## src/rtl/cpu_pkg.sv

```systemverilog
// Shared opcode, ALU and FSM state definitions for the 8-bit CPU control path.
package cpu_pkg;

    localparam logic [3:0] OP_NOP = 4'h0;
    localparam logic [3:0] OP_LDA = 4'h1;
    localparam logic [3:0] OP_ADD = 4'h2;
    localparam logic [3:0] OP_SUB = 4'h3;
    localparam logic [3:0] OP_STA = 4'h4;
    localparam logic [3:0] OP_LDI = 4'h5;
    localparam logic [3:0] OP_JMP = 4'h6;
    localparam logic [3:0] OP_JZ  = 4'h7;
    localparam logic [3:0] OP_AND = 4'h8;
    localparam logic [3:0] OP_OR  = 4'h9;
    localparam logic [3:0] OP_XOR = 4'hA;
    localparam logic [3:0] OP_HLT = 4'hF;

    localparam logic [3:0] ALU_ADD    = 4'd0;
    localparam logic [3:0] ALU_SUB    = 4'd1;
    localparam logic [3:0] ALU_AND    = 4'd2;
    localparam logic [3:0] ALU_OR     = 4'd3;
    localparam logic [3:0] ALU_XOR    = 4'd4;
    localparam logic [3:0] ALU_PASS_B = 4'd5;

    typedef enum logic [2:0] {
        ST_FETCH0,
        ST_FETCH1,
        ST_DECODE,
        ST_OPER0,
        ST_OPER1,
        ST_EXEC,
        ST_MEMWB,
        ST_HALT
    } state_e;

    typedef struct packed {
        logic       two_byte;
        logic       is_mem_read;
        logic       is_store;
        logic       is_jump;
        logic       is_cond;
        logic       is_halt;
        logic       is_illegal;
        logic [3:0] alu_op;
    } dec_t;

endpackage

```

## src/rtl/instruction_decoder.sv

```systemverilog
// Pure combinational opcode classifier feeding the control_unit sequencer.
import cpu_pkg::*;

module instruction_decoder (
    input  logic [3:0] opcode_i,
    output dec_t       dec_o
);

    always_comb begin
        dec_o        = '0;
        dec_o.alu_op = ALU_PASS_B;
        case (opcode_i)
            OP_NOP: ;
            OP_LDA: begin
                dec_o.two_byte    = 1'b1;
                dec_o.is_mem_read = 1'b1;
            end
            OP_ADD: begin
                dec_o.two_byte    = 1'b1;
                dec_o.is_mem_read = 1'b1;
                dec_o.alu_op      = ALU_ADD;
            end
            OP_SUB: begin
                dec_o.two_byte    = 1'b1;
                dec_o.is_mem_read = 1'b1;
                dec_o.alu_op      = ALU_SUB;
            end
            OP_AND: begin
                dec_o.two_byte    = 1'b1;
                dec_o.is_mem_read = 1'b1;
                dec_o.alu_op      = ALU_AND;
            end
            OP_OR: begin
                dec_o.two_byte    = 1'b1;
                dec_o.is_mem_read = 1'b1;
                dec_o.alu_op      = ALU_OR;
            end
            OP_XOR: begin
                dec_o.two_byte    = 1'b1;
                dec_o.is_mem_read = 1'b1;
                dec_o.alu_op      = ALU_XOR;
            end
            OP_STA: begin
                dec_o.two_byte = 1'b1;
                dec_o.is_store = 1'b1;
            end
            OP_LDI: dec_o.two_byte = 1'b1;
            OP_JMP: begin
                dec_o.two_byte = 1'b1;
                dec_o.is_jump  = 1'b1;
            end
            OP_JZ: begin
                dec_o.two_byte = 1'b1;
                dec_o.is_jump  = 1'b1;
                dec_o.is_cond  = 1'b1;
            end
            OP_HLT:  dec_o.is_halt    = 1'b1;
            default: dec_o.is_illegal = 1'b1;
        endcase
    end

endmodule

```

## src/rtl/control_unit.sv

```systemverilog
// Fetch/decode/execute sequencer: owns pc and operand register, drives datapath strobes.
//   state  | meaning
//   FETCH0 | read request at pc
//   FETCH1 | IR captures opcode byte, pc++
//   DECODE | classify opcode, latch it
//   OPER0  | read request at pc for operand, pc++
//   OPER1  | operand register captures read data
//   EXEC   | store / jump / LDI / memory read request
//   MEMWB  | accumulator takes ALU result with memory
//   HALT   | frozen until reset
import cpu_pkg::*;

module control_unit #(
    parameter logic [7:0] RESET_PC = 8'h00
) (
    input  logic       clk,
    input  logic       reset,
    input  logic [7:0] instr,
    input  logic [7:0] mem_rdata,
    input  logic       zero_flag,
    output logic [7:0] mem_addr,
    output logic       mem_we,
    output logic       ir_load,
    output logic       acc_load,
    output logic [3:0] alu_op,
    output logic       alu_b_sel,
    output logic [7:0] operand,
    output logic [7:0] pc,
    output logic       halted,
    output logic       illegal
);

    state_e     state_q, state_d;
    logic [7:0] pc_q, pc_d;
    logic [7:0] operand_q, operand_d;
    logic [3:0] opcode_q, opcode_d;
    logic [3:0] opcode_cur;
    dec_t       dec;
    logic       unused_instr_lo;

    assign unused_instr_lo = ^instr[3:0];

    // IR output is only fresh from DECODE on; later states use the latched copy.
    assign opcode_cur = (state_q == ST_DECODE) ? instr[7:4] : opcode_q;

    instruction_decoder u_dec (
        .opcode_i (opcode_cur),
        .dec_o    (dec)
    );

    always_ff @(posedge clk) begin
        if (reset) begin
            state_q   <= ST_FETCH0;
            pc_q      <= RESET_PC;
            operand_q <= 8'h00;
            opcode_q  <= OP_NOP;
        end else begin
            state_q   <= state_d;
            pc_q      <= pc_d;
            operand_q <= operand_d;
            opcode_q  <= opcode_d;
        end
    end

    always_comb begin
        state_d   = state_q;
        pc_d      = pc_q;
        operand_d = operand_q;
        opcode_d  = opcode_q;
        mem_addr  = pc_q;
        mem_we    = 1'b0;
        ir_load   = 1'b0;
        acc_load  = 1'b0;
        alu_op    = ALU_ADD;
        alu_b_sel = 1'b0;
        halted    = 1'b0;
        illegal   = 1'b0;
        case (state_q)
            ST_FETCH0: state_d = ST_FETCH1;
            ST_FETCH1: begin
                ir_load = 1'b1;
                pc_d    = pc_q + 8'd1;
                state_d = ST_DECODE;
            end
            ST_DECODE: begin
                opcode_d = instr[7:4];
                if (dec.is_illegal) begin
                    illegal = 1'b1;
                    state_d = ST_FETCH0;
                end else if (dec.is_halt) begin
                    state_d = ST_HALT;
                end else if (dec.two_byte) begin
                    state_d = ST_OPER0;
                end else begin
                    state_d = ST_FETCH0;
                end
            end
            ST_OPER0: begin
                pc_d    = pc_q + 8'd1;
                state_d = ST_OPER1;
            end
            ST_OPER1: begin
                operand_d = mem_rdata;
                state_d   = ST_EXEC;
            end
            ST_EXEC: begin
                if (dec.is_store) begin
                    mem_addr = operand_q;
                    mem_we   = 1'b1;
                    state_d  = ST_FETCH0;
                end else if (dec.is_mem_read) begin
                    mem_addr = operand_q;
                    state_d  = ST_MEMWB;
                end else if (dec.is_jump) begin
                    if (!dec.is_cond || zero_flag) begin
                        pc_d = operand_q;
                    end
                    state_d = ST_FETCH0;
                end else begin
                    acc_load  = 1'b1;
                    alu_op    = ALU_PASS_B;
                    alu_b_sel = 1'b1;
                    state_d   = ST_FETCH0;
                end
            end
            ST_MEMWB: begin
                acc_load = 1'b1;
                alu_op   = dec.alu_op;
                state_d  = ST_FETCH0;
            end
            ST_HALT: halted = 1'b1;
            default: state_d = ST_FETCH0;
        endcase
    end

    assign operand = operand_q;
    assign pc      = pc_q;

endmodule
```

## config.mk

```make
export PLATFORM = sky130hd
export DESIGN_NAME = control_unit
export DESIGN_NICKNAME = d
export VERILOG_FILES = /design/src/rtl/cpu_pkg.sv /design/src/rtl/instruction_decoder.sv /design/src/rtl/control_unit.sv
export SDC_FILE = /design/constraint.sdc
export NUM_CORES = 1
export LEC_CHECK = 0
export CAP_MARGIN = 20
export CORE_UTILIZATION = 48
export DETAILED_ROUTE_END_ITERATION = 8
export PLACE_DENSITY = 0.85
export SLEW_MARGIN = 5
export SYNTH_ARGS = -nofsm -noshare
export SYNTH_HDL_FRONTEND = slang
export SYNTH_HIERARCHICAL = 1
export SYNTH_SLANG_ARGS = --single-unit
```

## constraint.sdc

```tcl
create_clock -name clk -period 5.58 [get_ports clk]
set_clock_uncertainty 0.05 [all_clocks]
set_input_delay 1.116 -clock clk [delete_from_list [all_inputs] [get_ports clk]]
set_output_delay 1.116 -clock clk [all_outputs]
set_load 0.005 [all_outputs]
```

==> qor.json <==
{
  "worst_slack_ns": 0.672,
  "dp_slack_ns": 0.682,
  "die_height_um": 58.0,
  "irDropWorstVdd_uv": 152,
  "p_leak_uw": 0.000732,
  "clk_pin_slew_ns": 0.13,
  "grt_setup_unrepaired": "no",
  "tns_ns": 0,
  "grt_pass1_wl_mm": 5.95,
  "worst_r2r_startpoint": "state_q[1]",
  "nFillCells": 233,
  "comb_power_share": 0.280,
  "synth-async-reset-ratio": 0,
  "htree_levels": 1,
  "number_of_buffers_created_by_cts": 3,
  "fp.dieW_um": 58.0,
  "first_iter_violations": 77,
  "dr_total_vias": 1459,
  "p_int_uw": 250,
  "switching_power_uw": 116,
  "final_min_period_over_clock_period": 0.880,
  "clock_latency_late_sink_ns": 0.32,
  "clock_power_share": 0.218,
  "detailedRoute.firstPassIterationCount": 6,
  "postCtsResizedCells": 0,
  "proportion_of_total_power_due_to_net_switching": 0.317,
  "final-max-slew-violation-count": 0,
  "dp_hpwl_mm": 2.65,
  "antennaDiodeCount": 0,
  "num-nets-final": 236,
  "placement_rows": 19,
  "io_buffer_count": 47,
  "syn_area_per_cell_um2": 8.59,
  "cellPowerDensity_mw_per_mm2": 188,
  "worst_path_largest_cell_delay_ns": 0.46,
  "slew_at_the_pin_with_the_worst_max_slew_slack_ns": 0.770,
  "io-pin-count": 53,
  "ys_seq_elements": 23,
  "yosysSeqAreaShare": 0.306,
  "timing.slew.headroom": 0.485,
  "crit_type": "primary input to primary output",
  "number_of_global_route_vias_before_repair": 1320,
  "hp-start": "operand[7]",
  "yosysUniqueCellTypes": 50,
  "timing.critical_path.from": "instr[7]",
  "grt_antenna_before_repair": 0,
  "finalCriticalPeriod_ns": 4.91,
  "post_route_cells_drive_above_1_share": 0.121,
  "synth_edf_count": 0,
  "hold_viol": 0,
  "cts_num_sinks": 23,
  "design.core.area_mm2": 0.00285,
  "series_of_cell_instances_along_the_critical_path": "clkdlybuf4s50_1 > mux2_2 > nand2b_1 > nor3_1 > nor2_1 > nor2_4 > mux2_2 > clkdlybuf4s50_1",
  "max-clock-path-buffers": 2,
  "area_enclosed_by_the_die_boundary_mm2": 0.00336,
  "clock_tree.root_cell": "clkbuf_4",
  "setup_viol": 0,
  "number_of_nets_in_the_synthesized_netlist": 195,
  "synth_area_mm2": 0.00150,
  "crit_slowest_cell": "clkdlybuf4s50_1",
  "maxCapViolCount": 0,
  "synth_cells": 175,
  "cts-hold-fix-buffers": 0,
  "final_antenna_net_count": 0,
  "grt_max_degree": 21,
  "yosys_warnings": 6,
  "violations": "design-rule violations",
  "cp-start-kind": "primary input",
  "avgRoutedWirePerCell_um": 15.1,
  "tritoncts": "done",
  "avgViaCountPerCell": 5.93,
  "min_path_type": "register to register",
  "power_frac_seq": 0.502,
  "totalWireLength_mm": 3.71,
  "area_growth_pct": 29.9,
  "max_clock_freq_ghz": 0.204,
  "post-cts-setup-buffer-count": 0,
  "hold-worst-slack_ns": 0.508,
  "final_util": 0.684,
  "synth-main-ff-cell": "dfxtp_1",
  "route.detailed.drc": 3,
  "run_status": "finished with violations",
  "crit_end_element": "primary output",
  "globalRoute.totalOverflow": 0,
  "initial_utilization": 0.527,
  "globalRouteTotalUtil": 0.226,
  "gp_congestion": 0.929,
  "worst-endpoint-required_ns": 4.41,
  "critPathMaxFanout": 11,
  "critPathArrivalTime_ns": 3.74
}
[cell type report]
cell class	instances	area, um2	area share
multi-input combinational	139	947	0.485
timing repair buffer	47	470	0.241
sequential	23	460	0.236
tap	31	38.8	0.0199
clock buffer	3	22.5	0.0115
inverter	2	7.51	0.00385
clock inverter	1	5.00	0.00256
[flip-flops by register name, summed over array words and instances (netlist names)]
name      cells
opcode_q      4
operand       8
pc            8
state_q       3
[metal layers]
metal  global-route usage  wire [um]
met1                0.321       1670
met2                0.351       1770
met3               0.0223        218
met4               0.0952         46
met5                    0          0
[power groups by stage]
stage	registers, uW	clock network, uW	logic [uW]
6_report	184	79.8	103
5_1_grt	185	85.8	114
4_1_cts	184	80.6	102
3_5_place_dp	187	0	101
3_3_place_gp	186	0	97.0
2_1_floorplan	182	0	74.9
[worst max-delay path: cells and delay by family]
family	cells	cell delay, ns
muxes	2	0.72
and+or+nand+nor	4	1.03
buffers and inverters	2	0.86
[kinds of logic after synthesis]
family / Yosys count / synth area share
compound gates: 36 / 0.166
xor+xnor: 1 / 0.00583
fa+ha+maj: 1 / 0.00833
buf+inv: 13 / 0.0633
flops: 23 / 0.306
mux: 21 / 0.150
other cells: 1 / 0.00250
simple gates: 79 / 0.298
[synth_stat cells (2+ instances only)]
| master | number | area share |
|---|---|---|
| nor2b_1 | 2 | 0.0083 |
| mux2i_1 | 9 | 0.060 |
| nor2_1 | 20 | 0.050 |
| a21oi_1 | 7 | 0.023 |
| and2_1 | 12 | 0.050 |
| nand4_1 | 3 | 0.012 |
| buf_4 | 4 | 0.020 |
| nand2b_1 | 6 | 0.025 |
| nor3b_1 | 3 | 0.015 |
| o21ai_0 | 9 | 0.030 |
| buf_6 | 4 | 0.030 |
| nand2_1 | 10 | 0.025 |
| nand3_1 | 3 | 0.010 |
| and3b_1 | 2 | 0.012 |
| inv_1 | 2 | 0.0050 |
| and2_0 | 2 | 0.0083 |
| nor4_2 | 2 | 0.017 |
| and3_1 | 2 | 0.0083 |
| dfxtp_1 | 23 | 0.31 |
| clkbuf_1 | 2 | 0.0050 |
| mux2_2 | 12 | 0.090 |
| a21o_1 | 4 | 0.020 |
| o21a_1 | 2 | 0.010 |
| nor3_1 | 4 | 0.013 |
[placed cells by master (no fill, tap or decap), drive strengths merged, types with 2 or more instances in the layout]
master	instances
clkdlybuf4s50	47
dfxtp	23
nor2	22
and2	14
mux2	12
nand2	10
o21ai	10
mux2i	9
a21oi	8
nand2b	6
a21o	5
nor3	4
nor3b	4
nand4	3
nand3	3
clkbuf	3
nor4	3
nor2b	2
and3b	2
and3	2
inv	2
o21a	2
a41oi	2
[through the flow]
step / std cells / instance area (um2) / total power [uW]
2_1_floorplan: 175 / 1500 / 257
3_3_place_gp: 242 / 1920 / 283
3_5_place_dp: 242 / 1920 / 288
4_1_cts: 246 / 1950 / 366
5_1_grt: 246 / 1950 / 386
6_report: 246 / 1950 / 367
[final timing paths]
| path | slack, ns | depth (start not counted) | to |
|---|---|---|---|
| worst min register to register | 0.51 | 2 | operand[7] |
| worst max-delay path | 0.67 | 8 | mem_addr[4] |
| worst min-delay path | 0.51 | 2 | operand[7] |
| worst max register to register | 2.56 | 8 | pc[2] |
(Power assumes the default switching activity.)
